==> src/rtl/riscv_pkg.sv <==
// RV32I decode types shared by the decode stage and its immediate generator.
// Optional build macro: DECODE_ILLEGAL_EN adds the illegal flag to the ID/EX bundle.
package riscv_pkg;

    localparam int unsigned DATAWIDTH  = 32;
    localparam int unsigned REG_AWIDTH = 5;

    localparam logic [6:0] OPC_OP     = 7'b0110011;
    localparam logic [6:0] OPC_OP_IMM = 7'b0010011;
    localparam logic [6:0] OPC_LOAD   = 7'b0000011;
    localparam logic [6:0] OPC_STORE  = 7'b0100011;
    localparam logic [6:0] OPC_BRANCH = 7'b1100011;
    localparam logic [6:0] OPC_LUI    = 7'b0110111;
    localparam logic [6:0] OPC_AUIPC  = 7'b0010111;
    localparam logic [6:0] OPC_JAL    = 7'b1101111;
    localparam logic [6:0] OPC_JALR   = 7'b1100111;

    typedef enum logic [3:0] {
        ALU_ADD   = 4'b0000,
        ALU_SUB   = 4'b0001,
        ALU_AND   = 4'b0010,
        ALU_OR    = 4'b0011,
        ALU_XOR   = 4'b0100,
        ALU_SLT   = 4'b0101,
        ALU_SLTU  = 4'b0110,
        ALU_SRL   = 4'b0111,
        ALU_SLL   = 4'b1000,
        ALU_SRA   = 4'b1001,
        ALU_PASSB = 4'b1111
    } alu_op_e;

    typedef enum logic [2:0] {
        BR_BEQ  = 3'b000,
        BR_BNE  = 3'b001,
        BR_BLT  = 3'b010,
        BR_BGE  = 3'b011,
        BR_BLTU = 3'b100,
        BR_BGEU = 3'b101,
        BR_NONE = 3'b111
    } branch_op_e;

    typedef enum logic [1:0] {
        RES_ALU = 2'b00,
        RES_MEM = 2'b01,
        RES_PC4 = 2'b10
    } result_src_e;

    // Decoded ID/EX payload handed to the execute stage.
    typedef struct packed {
        logic [DATAWIDTH-1:0]  pc;
        logic [REG_AWIDTH-1:0] rs1;
        logic [REG_AWIDTH-1:0] rs2;
        logic [REG_AWIDTH-1:0] rd;
        logic [DATAWIDTH-1:0]  imm;
        alu_op_e               alu_op;
        branch_op_e            br_op;
        logic                  src_a;
        logic                  src_b;
        result_src_e           result_src;
        logic                  mem_read;
        logic                  mem_write;
        logic                  reg_write;
        logic                  jump;
        logic                  jump_reg;
        logic [2:0]            mem_size;
`ifdef DECODE_ILLEGAL_EN
        logic                  illegal;
`endif
    } id_ex_t;

    // Empty bundle: everything zero except "no branch".
    function automatic id_ex_t bundle_reset();
        id_ex_t b;
        b       = '0;
        b.br_op = BR_NONE;
        return b;
    endfunction

endpackage

==> src/rtl/decode_stage_imm_gen.sv <==
// Immediate generator: selects the RV32I immediate format from the opcode.
// Ports: instr (instruction word) -> imm (sign-extended immediate, 0 for R-type/unknown).
module imm_gen
    import riscv_pkg::*;
(
    input  logic [DATAWIDTH-1:0] instr,
    output logic [DATAWIDTH-1:0] imm
);

    logic sgn;
    assign sgn = instr[31];

    always_comb begin
        imm = '0;
        case (instr[6:0])
            OPC_OP_IMM, OPC_LOAD, OPC_JALR:
                imm = {{20{sgn}}, instr[31:20]};
            OPC_STORE:
                imm = {{20{sgn}}, instr[31:25], instr[11:7]};
            OPC_BRANCH:
                imm = {{19{sgn}}, instr[31], instr[7], instr[30:25], instr[11:8], 1'b0};
            OPC_LUI, OPC_AUIPC:
                imm = {instr[31:12], 12'b0};
            OPC_JAL:
                imm = {{11{sgn}}, instr[31], instr[19:12], instr[20], instr[30:21], 1'b0};
            default:
                imm = '0;
        endcase
    end

endmodule

==> src/rtl/decode_stage.sv <==
// RV32I decode pipeline stage: decodes {instr, pc} from fetch into a registered
// ID/EX bundle, inserts one bubble on load-use hazards and honours EX flushes.
// Ports: clk_i/rst_i (sync active-high), instr_i/pc_i/in_valid_i/in_ready_o (fetch side),
// flush_i, out_ready_i/out_valid_o plus the bundle fields (EX side).
// Optional build macro: DECODE_ILLEGAL_EN adds illegal_o for unknown encodings.
module decode_stage
    import riscv_pkg::*;
(
    input  logic                  clk_i,
    input  logic                  rst_i,
    input  logic [DATAWIDTH-1:0]  instr_i,
    input  logic [DATAWIDTH-1:0]  pc_i,
    input  logic                  in_valid_i,
    output logic                  in_ready_o,
    input  logic                  flush_i,
    input  logic                  out_ready_i,
    output logic                  out_valid_o,
    output logic [DATAWIDTH-1:0]  pc_o,
    output logic [REG_AWIDTH-1:0] rs1_o,
    output logic [REG_AWIDTH-1:0] rs2_o,
    output logic [REG_AWIDTH-1:0] rd_o,
    output logic [DATAWIDTH-1:0]  imm_o,
    output logic [3:0]            ALUctrl_o,
    output logic [2:0]            BranchCtrl_o,
    output logic                  ALUSrcA_o,
    output logic                  ALUSrcB_o,
    output logic [1:0]            ResultSrc_o,
    output logic                  MemRead_o,
    output logic                  MemWrite_o,
    output logic                  RegWrite_o,
    output logic                  Jump_o,
    output logic                  JumpReg_o,
    output logic [2:0]            MemSize_o
`ifdef DECODE_ILLEGAL_EN
    ,
    output logic                  illegal_o
`endif
);

    logic [6:0]            opcode;
    logic [2:0]            funct3;
    logic [6:0]            funct7;
    logic [REG_AWIDTH-1:0] rs1_f;
    logic [REG_AWIDTH-1:0] rs2_f;
    logic [REG_AWIDTH-1:0] rd_f;
    logic [DATAWIDTH-1:0]  imm;

    assign opcode = instr_i[6:0];
    assign rd_f   = instr_i[11:7];
    assign funct3 = instr_i[14:12];
    assign rs1_f  = instr_i[19:15];
    assign rs2_f  = instr_i[24:20];
    assign funct7 = instr_i[31:25];

    imm_gen u_imm_gen (
        .instr (instr_i),
        .imm   (imm)
    );

    id_ex_t bundle_q;
    logic   valid_q;
    id_ex_t dec;
    logic   legal;

    // Decode table; illegal encodings collapse to a NOP bundle.
    always_comb begin
        dec    = bundle_reset();
        legal  = 1'b1;
        dec.pc  = pc_i;
        dec.imm = imm;
        case (opcode)
            OPC_OP: begin
                dec.rs1       = rs1_f;
                dec.rs2       = rs2_f;
                dec.rd        = rd_f;
                dec.reg_write = 1'b1;
                case (funct3)
                    3'b000:  dec.alu_op = funct7[5] ? ALU_SUB : ALU_ADD;
                    3'b001:  dec.alu_op = ALU_SLL;
                    3'b010:  dec.alu_op = ALU_SLT;
                    3'b011:  dec.alu_op = ALU_SLTU;
                    3'b100:  dec.alu_op = ALU_XOR;
                    3'b101:  dec.alu_op = funct7[5] ? ALU_SRA : ALU_SRL;
                    3'b110:  dec.alu_op = ALU_OR;
                    default: dec.alu_op = ALU_AND;
                endcase
                legal = (funct7 == 7'h00) ||
                        ((funct7 == 7'h20) && ((funct3 == 3'b000) || (funct3 == 3'b101)));
            end
            OPC_OP_IMM: begin
                dec.rs1       = rs1_f;
                dec.rd        = rd_f;
                dec.reg_write = 1'b1;
                dec.src_b     = 1'b1;
                case (funct3)
                    3'b000:  dec.alu_op = ALU_ADD;
                    3'b001: begin
                        dec.alu_op = ALU_SLL;
                        legal      = (funct7 == 7'h00);
                    end
                    3'b010:  dec.alu_op = ALU_SLT;
                    3'b011:  dec.alu_op = ALU_SLTU;
                    3'b100:  dec.alu_op = ALU_XOR;
                    3'b101: begin
                        dec.alu_op = funct7[5] ? ALU_SRA : ALU_SRL;
                        legal      = (funct7 == 7'h00) || (funct7 == 7'h20);
                    end
                    3'b110:  dec.alu_op = ALU_OR;
                    default: dec.alu_op = ALU_AND;
                endcase
            end
            OPC_LOAD: begin
                dec.rs1        = rs1_f;
                dec.rd         = rd_f;
                dec.reg_write  = 1'b1;
                dec.src_b      = 1'b1;
                dec.mem_read   = 1'b1;
                dec.result_src = RES_MEM;
                dec.mem_size   = funct3;
                legal = (funct3 == 3'b000) || (funct3 == 3'b001) || (funct3 == 3'b010) ||
                        (funct3 == 3'b100) || (funct3 == 3'b101);
            end
            OPC_STORE: begin
                dec.rs1       = rs1_f;
                dec.rs2       = rs2_f;
                dec.src_b     = 1'b1;
                dec.mem_write = 1'b1;
                dec.mem_size  = funct3;
                legal = (funct3 == 3'b000) || (funct3 == 3'b001) || (funct3 == 3'b010);
            end
            OPC_BRANCH: begin
                dec.rs1    = rs1_f;
                dec.rs2    = rs2_f;
                dec.alu_op = ALU_SUB;
                case (funct3)
                    3'b000:  dec.br_op = BR_BEQ;
                    3'b001:  dec.br_op = BR_BNE;
                    3'b100:  dec.br_op = BR_BLT;
                    3'b101:  dec.br_op = BR_BGE;
                    3'b110:  dec.br_op = BR_BLTU;
                    3'b111:  dec.br_op = BR_BGEU;
                    default: legal = 1'b0;
                endcase
            end
            OPC_LUI: begin
                dec.rd        = rd_f;
                dec.reg_write = 1'b1;
                dec.src_b     = 1'b1;
                dec.alu_op    = ALU_PASSB;
            end
            OPC_AUIPC: begin
                dec.rd        = rd_f;
                dec.reg_write = 1'b1;
                dec.src_a     = 1'b1;
                dec.src_b     = 1'b1;
            end
            OPC_JAL: begin
                dec.rd         = rd_f;
                dec.reg_write  = 1'b1;
                dec.src_a      = 1'b1;
                dec.src_b      = 1'b1;
                dec.jump       = 1'b1;
                dec.result_src = RES_PC4;
            end
            OPC_JALR: begin
                dec.rs1        = rs1_f;
                dec.rd         = rd_f;
                dec.reg_write  = 1'b1;
                dec.src_b      = 1'b1;
                dec.jump       = 1'b1;
                dec.jump_reg   = 1'b1;
                dec.result_src = RES_PC4;
                legal          = (funct3 == 3'b000);
            end
            default: legal = 1'b0;
        endcase
        if (dec.rd == '0) begin
            dec.reg_write = 1'b0;
        end
        if (!legal) begin
            dec    = bundle_reset();
            dec.pc = pc_i;
`ifdef DECODE_ILLEGAL_EN
            dec.illegal = 1'b1;
`endif
        end
    end

    // Load-use hazard: operand register classes follow the opcode format.
    logic uses_rs1;
    logic uses_rs2;
    logic hazard;
    logic adv;

    assign uses_rs1 = (opcode == OPC_OP) || (opcode == OPC_OP_IMM) || (opcode == OPC_LOAD) ||
                      (opcode == OPC_STORE) || (opcode == OPC_BRANCH) || (opcode == OPC_JALR);
    assign uses_rs2 = (opcode == OPC_OP) || (opcode == OPC_STORE) || (opcode == OPC_BRANCH);

    assign hazard = valid_q && bundle_q.mem_read && (bundle_q.rd != '0) && in_valid_i &&
                    ((uses_rs1 && (rs1_f == bundle_q.rd)) || (uses_rs2 && (rs2_f == bundle_q.rd)));
    assign adv        = !valid_q || out_ready_i;
    assign in_ready_o = flush_i || (adv && !hazard);

    // Bundle register: flush > hazard bubble > load/drain > hold.
    always_ff @(posedge clk_i) begin
        if (rst_i) begin
            valid_q  <= 1'b0;
            bundle_q <= bundle_reset();
        end else if (flush_i) begin
            valid_q <= 1'b0;
        end else if (hazard) begin
            if (out_ready_i) begin
                valid_q  <= 1'b0;
                bundle_q <= bundle_reset();
            end
        end else if (adv) begin
            valid_q <= in_valid_i;
            if (in_valid_i) begin
                bundle_q <= dec;
            end
        end
    end

    assign out_valid_o  = valid_q;
    assign pc_o         = bundle_q.pc;
    assign rs1_o        = bundle_q.rs1;
    assign rs2_o        = bundle_q.rs2;
    assign rd_o         = bundle_q.rd;
    assign imm_o        = bundle_q.imm;
    assign ALUctrl_o    = bundle_q.alu_op;
    assign BranchCtrl_o = bundle_q.br_op;
    assign ALUSrcA_o    = bundle_q.src_a;
    assign ALUSrcB_o    = bundle_q.src_b;
    assign ResultSrc_o  = bundle_q.result_src;
    assign MemRead_o    = bundle_q.mem_read;
    assign MemWrite_o   = bundle_q.mem_write;
    assign RegWrite_o   = bundle_q.reg_write;
    assign Jump_o       = bundle_q.jump;
    assign JumpReg_o    = bundle_q.jump_reg;
    assign MemSize_o    = bundle_q.mem_size;
`ifdef DECODE_ILLEGAL_EN
    assign illegal_o    = bundle_q.illegal;
`endif

endmodule

==> config.mk <==
export PLATFORM = sky130hd
export DESIGN_NAME = decode_stage
export DESIGN_NICKNAME = d
export VERILOG_FILES = /design/src/rtl/riscv_pkg.sv /design/src/rtl/decode_stage_imm_gen.sv /design/src/rtl/decode_stage.sv
export SDC_FILE = /design/constraint.sdc
export NUM_CORES = 1
export LEC_CHECK = 0
export CORE_MARGIN = 2
export CORE_UTILIZATION = 40
export CTS_CLUSTER_SIZE = 12
export DETAILED_ROUTE_END_ITERATION = 16
export PLACE_DENSITY = 0.75
export SLEW_MARGIN = 10
export SYNTH_ARGS = -nofsm -noshare
export SYNTH_HDL_FRONTEND = slang
export SYNTH_HIERARCHICAL = 1
export SYNTH_SLANG_ARGS = --single-unit
==> constraint.sdc <==
create_clock -name clk_i -period 2.05 [get_ports clk_i]
set_clock_uncertainty 0.2 [all_clocks]
set_input_delay 0.205 -clock clk_i [delete_from_list [all_inputs] [get_ports clk_i]]
set_output_delay 0.205 -clock clk_i [all_outputs]
set_load 0.005 [all_outputs]
==> results.cfg, run 1 <==
[outcome]
status = finished, violations left
failed_checks = setup timing

[synthesis]
post_synth_num_cell_types = 62
asyncSetResetFlopFracSynth_pct = 0
synth_largest_type_area_fraction_pct = 44.3
synth-edff-count = 0
synth.cell_area_um2 = 4430
yosys.area_share.xor_xnor_pct = 2.18
syn_nets = 523
area_fraction_in_and_or_nand_and_nor_cells_after_synthesis_pct = 17.7
synth_top_cells_by_area = sky130_fd_sc_hd__dfxtp_1 44%, sky130_fd_sc_hd__a32o_1 8.1%, sky130_fd_sc_hd__a22o_1 7.3%, sky130_fd_sc_hd__nand2_1 4.3%, sky130_fd_sc_hd__o31ai_1 4.2%
post_synth_fa_ha_maj_area_fraction_pct = 0
synth_top_cell_by_area = sky130_fd_sc_hd__dfxtp_1
synth_top_flop_cell = sky130_fd_sc_hd__dfxtp_1
synth_area_per_cell_um2 = 9.75
ys_ff_latch = 98
number_of_standard_cells_after_synthesis = 454
area_fraction_in_compound_gates_after_synthesis_pct = 28.9
synth_top_family_by_area = compound AO/OA/AOI/OAI gates
synth_mux_area_share_pct = 0.226
ys.warnings.count = 6
yosysSeqAreaShare_pct = 44.3

[global_route]
antenna_found_initial = 0
first_global_vias = 4450
track_usage_pct = 25.1
global_route_wire_length_before_repair_um = 22900
grt_max_degree = 39
grt_overflow_total = 0

[cts]
clock_sink_count = 98
tritoncts = built
path_clk_slew_ns = 0.10
cts.path.max_buffers = 2
cts-root-buf = sky130_fd_sc_hd__clkbuf_8
cts-buffers-inserted = 9
insertion_delay_ns = 0.39
cts-htree-levels = 3

[critical_path]
reg_to_reg_setup_timing_slack_ns = -0.09
worst-r2r-cell-count = 6
regToRegEndpoint = imm_o[11]
worst-endpoint-arrival_ns = 1.74
startpoint_to_endpoint_class_of_the_critical_path = flop to primary output
worst-endpoint-required_ns = 1.64
endpoint_kind = primary output
critPathLaunchType = flop
r2r_start = rd_o[2]
critical_path.max_fanout = 4

[placement]
place_hpwl_um = 10700
dpl-instance-area_um2 = 6680
dp_slack_ns = -0.514
gp_congestion = 0.897
port-buffer-count = 168

[sta]
tightestPinTransition_ns = 0.441
final_cycle_share_pct = 104
unrepaired_setup_endpoints_after_global_routing = true
fmaxAchievable_ghz = 0.467
max-slew-margin-rel_pct = 70.6
slew_violations = 0
setup_slack_ns = -0.0921
final.setup.tns_ns = -4.00
hold_slack_ns = 0.137
report.final.hold_viol_count = 0
period_needed_ns = 2.14
setup_viol = 69

[finish]
antenna_cells = 0
final_cell_mix = 154 x sky130_fd_sc_hd__clkdlybuf4s50_1, 93 x sky130_fd_sc_hd__dfxtp_1, 75 x sky130_fd_sc_hd__buf_4
seq_area_um2 = 1970
fin_area_um2 = 7620
layout.cells.most_common = sky130_fd_sc_hd__clkdlybuf4s50_1
fillCellCount = 782
final_core_utilization_pct = 70.3
finish.net_count = 764
multi_input_comb_area_um2 = 2490
syn_to_final_growth_pct = 72.2
fraction_of_final_layout_cells_sized_beyond_drive_strength_1_pct = 25.8

[power_and_ir_drop]
pwr_density_cell_nw_per_um2 = 518
power_frac_seq_pct = 49.3
net-switching-power_w = 0.00104
combinationalPowerShare_pct = 18.0
leakagePower_nw = 2.97
p_int_w = 0.00291
power.share.clock_pct = 32.7
power.share.switching_pct = 26.4
irDropWorstVdd_uv = 372

[route]
antenna_violating_nets_post_route = 0
post-route-drc-count = 0
drt-wirelength-per-cell_um = 20.1
detailedRoute.firstPassIterationCount = 5
finalWirelength_um = 16800
route.detailed.vias_per_inst = 5.76
routed-via-count = 4830
drt_iter0_drcs = 408

[floorplan]
floorplan.initialDensity_pct = 40.8
core_area_um2 = 10800
fp.dieH_um = 109
design.portCount = 169
floorplan.die.width_um = 109
row_count = 38
die_area_um2 = 11900

[hold_path]
min_path_cells = 4
worstHoldPathType = primary input to flop
worstHoldStart = instr_i[14]
min_delay_worst_endpoint = MemSize_o[2]

[job]
cap_viol_max_count = 0
==> worst max-delay path by stage <==
stage | end | slack (ns) | start
final | in_ready_o | -0.09 | rd_o[2]
after global routing | in_ready_o | -0.15 | rd_o[3]
after CTS | in_ready_o | -0.04 | rd_o[2]
after detailed placement | pc_o[31] | -0.51 | instr_i[0]
after global placement | pc_o[2] | -0.45 | instr_i[1]
after floorplan | imm_o[10] | 0.10 | instr_i[4]
==> cell type report <==
cell class / instances / area share [%]
sequential: 98 / 25.9
clock inverter: 5 / 0.706
timing repair buffer: 273 / 36.5
multi-input combinational: 309 / 32.6
inverter: 4 / 0.197
clock buffer: 10 / 1.81
tap: 140 / 2.30
==> state kept, by name, summed over array words and instances (netlist names), 3 cells and up <==
register      count
rs2_o             5
ALUctrl_o         4
BranchCtrl_o      3
rs1_o             5
imm_o            32
MemSize_o         3
rd_o              5
pc_o             32
==> power groups by stage <==
| stage | registers (W) | clock network (W) | logic [W] |
|---|---|---|---|
| final | 0.00195 | 0.00129 | 0.000711 |
| after global routing | 0.00195 | 0.00136 | 0.000748 |
| after CTS | 0.00195 | 0.00129 | 0.000631 |
| after detailed placement | 0.00200 | 0 | 0.000604 |
| after global placement | 0.00199 | 0 | 0.000591 |
| after floorplan | 0.00200 | 0 | 0.000226 |
==> cell usage after synthesis (8+ instances only) <==
library cell and instances:
sky130_fd_sc_hd__buf_6 12, sky130_fd_sc_hd__nand3_1 20, sky130_fd_sc_hd__xor2_1 11, sky130_fd_sc_hd__nor2_1 18, sky130_fd_sc_hd__buf_2 11, sky130_fd_sc_hd__a32o_1 36, sky130_fd_sc_hd__nand2_1 51, sky130_fd_sc_hd__o21ai_0 19
sky130_fd_sc_hd__dfxtp_1 98, sky130_fd_sc_hd__a22o_1 37, sky130_fd_sc_hd__o31ai_1 25, sky130_fd_sc_hd__clkbuf_1 16, sky130_fd_sc_hd__a21o_2 8
==> critical path, stage by stage, from the launching register on <==
cell and delay, ns:
sky130_fd_sc_hd__dfxtp_4 0.37, sky130_fd_sc_hd__xor2_1 0.16, sky130_fd_sc_hd__nor3_1 0.25, sky130_fd_sc_hd__nand4_1 0.24
sky130_fd_sc_hd__nand2_1 0.13, sky130_fd_sc_hd__o21bai_1 0.06, sky130_fd_sc_hd__buf_2 0.12
==> routing by layer <==
layer	share of wire, %	vias to the layer above	global-route usage [%]
met4	2.0	0	12.0
met5	0	-	0
li1	-	2201	-
met3	7.5	31	5.80
met1	42	2346	32.0
met2	48	252	39.9
==> stage by stage <==
step	std cells	power, W
2_1_floorplan	454	0.00222
3_3_place_gp	795	0.00259
3_5_place_dp	795	0.00260
4_1_cts	824	0.00387
5_1_grt	839	0.00406
6_report	839	0.00395
==> logic make-up (layout without fill, tap and decap cells) <==
group | count (synthesis) | count (layout)
AOI/OAI and AO/OA | 155 | 155
DFF | 98 | 98
muxes | 1 | 1
xor gates and xnor gates | 11 | 11
and+or+nand+nor | 142 | 142
buffers and inverters | 47 | 292
==> timing repair <==
item                                    4_1_cts  5_1_grt
endpoints found under the setup margin       74       96
gates resized for setup                      37       56
buffers inserted                             12        4
cloned                                        2       11
pin swaps                                    15       15
hold buffers                                  0        0
Note: power is estimated with default switching activity, not from simulation.
==> run 2, diff against run 1 <==
--- a/config.mk
+++ b/config.mk
@@ -5,11 +5,12 @@
 export SDC_FILE = /design/constraint.sdc
 export NUM_CORES = 1
 export LEC_CHECK = 0
+export ABC_CLOCK_PERIOD_IN_PS = 2200
 export CORE_MARGIN = 2
-export CORE_UTILIZATION = 40
+export CORE_UTILIZATION = 44
 export CTS_CLUSTER_SIZE = 12
 export DETAILED_ROUTE_END_ITERATION = 16
-export PLACE_DENSITY = 0.75
+export PLACE_DENSITY = 0.78
 export SLEW_MARGIN = 10
 export SYNTH_ARGS = -nofsm -noshare
 export SYNTH_HDL_FRONTEND = slang
==> constraint.sdc (replaced) <==
create_clock -name clk_i -period 2.2 [get_ports clk_i]
set_clock_uncertainty 0.2 [all_clocks]
set_input_delay 0.22 -clock clk_i [delete_from_list [all_inputs] [get_ports clk_i]]
set_output_delay 0.22 -clock clk_i [all_outputs]
set_load 0.005 [all_outputs]
==> results.cfg, run 2 (synthesis results as in run 1) <==
[finish]
layout.cells.most_common = sky130_fd_sc_hd__clkdlybuf4s50_1
antenna_cells = 0
fillCellCount = 746
seq_area_um2 = 1970
multi_input_comb_area_um2 = 2210
final_core_utilization_pct = 71.9
final_cell_mix = 160 x sky130_fd_sc_hd__clkdlybuf4s50_1, 93 x sky130_fd_sc_hd__dfxtp_1, 70 x sky130_fd_sc_hd__buf_4
finish.net_count = 741
fraction_of_final_layout_cells_sized_beyond_drive_strength_1_pct = 18.9
syn_to_final_growth_pct = 58.7
fin_area_um2 = 7020

[floorplan]
core_area_um2 = 9770
floorplan.initialDensity_pct = 45.3
die_area_um2 = 10900
row_count = 36
floorplan.die.width_um = 104
design.portCount = 169
fp.dieH_um = 104

[critical_path]
timing.critical_path.slowest_cell_delay_ns = 0.36
regToRegEndpoint = imm_o[19]
worst-endpoint-required_ns = 2.25
reg_to_reg_setup_timing_slack_ns = 0.06
r2r_start = rd_o[0]
critical_path.slowest_cell = sky130_fd_sc_hd__dfxtp_2
worst-r2r-cell-count = 8
worst-endpoint-arrival_ns = 2.20
startpoint_to_endpoint_class_of_the_critical_path = flop to flop
path_common_cell = sky130_fd_sc_hd__buf_4
critical_path.max_fanout = 16
crit_chain = buf_4 -> xor2_1 -> nor2_1 -> nand4_4 -> buf_4 -> and4b_4 -> clkbuf_16 -> a32o_1
endpoint_kind = flop
critPathLaunchType = flop

[route]
drt-wirelength-per-cell_um = 18.4
detailedRoute.firstPassIterationCount = 5
antenna_violating_nets_post_route = 0
routed-via-count = 4610
finalWirelength_um = 14900
post-route-drc-count = 0
drt_iter0_drcs = 314
route.detailed.vias_per_inst = 5.70

[global_route]
global_route_wire_length_before_repair_um = 23100
grt_overflow_total = 0
track_usage_pct = 26.4
antenna_found_initial = 0
first_global_vias = 4558
grt_max_degree = 39

[hold_path]
min_delay_worst_endpoint = JumpReg_o
min_path_cells = 3
worstHoldStart = instr_i[3]
worstHoldPathType = primary input to flop

[power_and_ir_drop]
post-layout-total-power_w = 0.00378
pwr_density_cell_nw_per_um2 = 538
leakagePower_nw = 2.70
irDropWorstVdd_uv = 402

[job]
cap_viol_max_count = 0

[cts]
clock_sink_count = 98
hold_buffer_count_at_cts = 0
cts-buffers-inserted = 9
path_clk_slew_ns = 0.09
cts.path.max_buffers = 2
cts-htree-levels = 3
insertion_delay_ns = 0.36
cts-root-buf = sky130_fd_sc_hd__clkbuf_8
tritoncts = built

[sta]
slew_violations = 0
fmaxAchievable_ghz = 0.467
setup_viol = 0
tightestPinTransition_ns = 0.571
max-slew-margin-rel_pct = 61.9
unrepaired_setup_endpoints_after_global_routing = false
period_needed_ns = 2.14
final.setup.tns_ns = 0
report.final.hold_viol_count = 0
final_cycle_share_pct = 97.4

[placement]
port-buffer-count = 168
dpl-instance-area_um2 = 6670
gp_congestion = 0.891
place_hpwl_um = 10800

[outcome]
status = finished clean
[run 2: cell types whose count changed in the layout (fill, tap and decap cells not counted), sizes merged]
cell,change
dlygate4sd2,-1
clkbuf,-8
buf,-18
dlymetal6s2s,-3
bufinv,+2
inv,+1
clkinv,-2
clkdlybuf4s50,+6
[run 2: area by class of cell]
cell class                 instances  share of cell area, %
clock inverter                     6                   1.60
multi-input combinational        309                   31.4
clock buffer                       9                   1.76
sequential                        98                   28.1
inverter                           4                  0.214
timing repair buffer             250                   34.5
tap                              133                   2.37
[run 2: worst max path at each step]
| stage | from | endpoint | slack, ns | depth (start not counted) |
|---|---|---|---|---|
| after floorplan | instr_i[4] | imm_o[10] | 0.24 | 8 |
| after global placement | instr_i[3] | pc_o[2] | -0.35 | 7 |
| after detailed placement | instr_i[4] | imm_o[19] | -0.37 | 8 |
| after CTS | rd_o[3] | in_ready_o | 0.04 | 7 |
| after global routing | rd_o[0] | pc_o[31] | 0.02 | 8 |
| final | rd_o[0] | imm_o[19] | 0.06 | 8 |
[run 2: repair_timing]
item                       CTS  global route
pin swaps                    5             3
resized for setup           15             9
gates cloned                 0             1
setup endpoints to repair   12            64
setup buffers                6             0
[run 2: stage by stage]
stage                     worst slack (ns)  hold WS [ns]  instances
after floorplan                      0.238        0.0891        454
after global placement              -0.349         0.236        787
after detailed placement            -0.374         0.240        787
after CTS                           0.0410         0.206        808
after global routing                0.0177         0.214        809
final                               0.0578         0.216        809
[run 2: report_power, final]
group | leakage [nW] | switching (W) | internal (W)
clock | 0.120 | 0.000627 | 0.000755
sequential | 0.796 | 0.0000160 | 0.00180
combinational | 1.79 | 0.000260 | 0.000324
total | 2.70 | 0.000902 | 0.00288
[run 2: layer usage]
metal	up-vias	wire (um)	global-route usage, %
met2	199	7170	43.4
li1	2154	-	-
met1	2225	6230	32.9
met3	32	1150	7.46
met5	-	0	0
met4	0	336	9.65
[run 2: worst max-delay path, delay by kind of cell (launching register included)]
family | cells | cell delay (ns)
flip-flops | 1 | 0.36
AND/OR/NAND/NOR | 3 | 0.56
buffers and inverters | 3 | 0.50
XOR/XNOR | 1 | 0.16
AO/OA/AOI/OAI | 1 | 0.25
==> run 3, diff against run 2 <==
--- a/config.mk
+++ b/config.mk
@@ -10,6 +10,7 @@
 export CORE_UTILIZATION = 44
 export CTS_CLUSTER_SIZE = 12
 export DETAILED_ROUTE_END_ITERATION = 16
+export GPL_TIMING_DRIVEN = 0
 export PLACE_DENSITY = 0.78
 export SLEW_MARGIN = 10
 export SYNTH_ARGS = -nofsm -noshare
==> results.cfg, run 3 (synthesis results as in run 1) <==
[outcome]
status = finished, violations left
failed_checks = setup timing

[global_route]
busiest_layer = met2
met3_resource_use_gr_pct = 6.52
first_global_vias = 4485
grt_overflow_total = 0
grt_max_degree = 19
antenna_found_initial = 0
global_route_wire_length_before_repair_um = 23200
met1_usage_pct = 32.9
groute.layer.met2.usage_pct = 44.8
track_usage_pct = 26.4

[sta]
period_needed_ns = 2.22
setup_slack_ns = -0.0239
final_cycle_share_pct = 101
tightestPinTransition_ns = 0.512
max-slew-margin-rel_pct = 65.9
final.setup.tns_ns = -0.247
report.final.hold_viol_count = 0
slew_violations = 0
unrepaired_setup_endpoints_after_global_routing = true
fmaxAchievable_ghz = 0.450
setup_viol = 27

[route]
drt-wirelength-per-cell_um = 19.4
routed-via-count = 4573
post-route-drc-count = 0
antenna_violating_nets_post_route = 0
finalWirelength_um = 15400
detailedRoute.firstPassIterationCount = 5
route.detailed.vias_per_inst = 5.76
drt_iter0_drcs = 319

[critical_path]
critical_path.slowest_cell = sky130_fd_sc_hd__dfxtp_4
critPathLaunchType = flop
worst-path-buf-inv = 4
startpoint_to_endpoint_class_of_the_critical_path = flop to flop
timing.critical_path.slowest_cell_delay_ns = 0.37
critical_path.max_fanout = 5
path_common_cell = sky130_fd_sc_hd__buf_6
worst-endpoint-required_ns = 2.26
worst-endpoint-arrival_ns = 2.29
crit_chain = buf_4 -> xor2_1 -> nor2_1 -> nand4_2 -> buf_6 -> and4b_2 -> buf_6 -> buf_6 -> a32o_1
timing.critical_path.max_delay_family = buffers and inverters
endpoint_kind = flop

[placement]
gp_congestion = 0.901
place_hpwl_um = 10700
dp_slack_ns = -0.909
port-buffer-count = 168

[cts]
cts-htree-levels = 3
cts-buffers-inserted = 9
path_clk_slew_ns = 0.11
clock_sink_count = 98
cts-root-buf = sky130_fd_sc_hd__clkbuf_8
tritoncts = built
insertion_delay_ns = 0.38
cts.path.max_buffers = 2

[floorplan]
die_area_um2 = 10900
row_count = 36
fp.dieH_um = 104
core_area_um2 = 9770
floorplan.initialDensity_pct = 45.3
floorplan.die.width_um = 104
design.portCount = 169

[power_and_ir_drop]
irDropWorstVdd_uv = 378
pwr_density_cell_nw_per_um2 = 524
leakagePower_nw = 2.61

[finish]
final_cell_mix = 152 x sky130_fd_sc_hd__clkdlybuf4s50_1, 93 x sky130_fd_sc_hd__dfxtp_1, 51 x sky130_fd_sc_hd__nand2_1
antenna_cells = 0
layout.cells.most_common = sky130_fd_sc_hd__clkdlybuf4s50_1
finish.net_count = 725
syn_to_final_growth_pct = 55.2
fraction_of_final_layout_cells_sized_beyond_drive_strength_1_pct = 17.7

[hold_path]
worstHoldPathType = primary input to flop

[job]
cap_viol_max_count = 0
==> run 3: cell type report <==
type	count	area [um2]
sequential	98	1980
clock inverter	7	85.1
inverter	4	15.0
tap	133	166
timing repair buffer	193	1900
fill	783	2900
clock buffer	9	124
buffer	41	350
multi-input combinational	309	2250
==> run 3: report_power, final <==
group | switching (W) | internal [W]
sequential | 0.0000165 | 0.00180
clock | 0.000697 | 0.000548
combinational | 0.000262 | 0.000279
==> run 3: path summary, 6_finish.rpt <==
path         cells after the start         start            to  slack (ns)
min                              3   instr_i[14]  MemSize_o[2]        0.12
max                              9       rd_o[2]     imm_o[16]       -0.02
max reg2reg                      9       rd_o[2]     imm_o[16]       -0.02
min reg2reg                      2  ALUctrl_o[0]  ALUctrl_o[0]        0.25
==> run 3: repair_timing <==
action,4_1_cts,5_1_grt
gates resized for setup,61,34
setup buffers,15,6
hold buffers,0,0
setup endpoints to repair,97,96
pin swaps,13,23
cloned,4,2
==> run 3: worst min-delay path, cell delays in order <==
cell	delay, ns
sky130_fd_sc_hd__dlymetal6s2s_1	0.25
sky130_fd_sc_hd__nand2_1	0.13
sky130_fd_sc_hd__o31ai_1	0.06
==> run 3: through the flow <==
step	hold WS, ns	util, %	area, um2	std cells	total power (W)
6_report	0.120	70.3	6870	794	0.00360
3_3_place_gp	0.236	64.2	6270	755	0.00234
3_5_place_dp	0.240	64.2	6270	755	0.00235
4_1_cts	0.124	68.6	6710	786	0.00359
5_1_grt	0.132	70.3	6870	794	0.00372
2_1_floorplan	0.0891	-	4430	454	0.00207
==> run 3: per-layer routing <==
layer  routed length [um]  part of all wire [%]
met1                 6510                    42
met2                 7530                    49
met3                 1020                   6.6
met4                  316                   2.1
met5                    0                     0
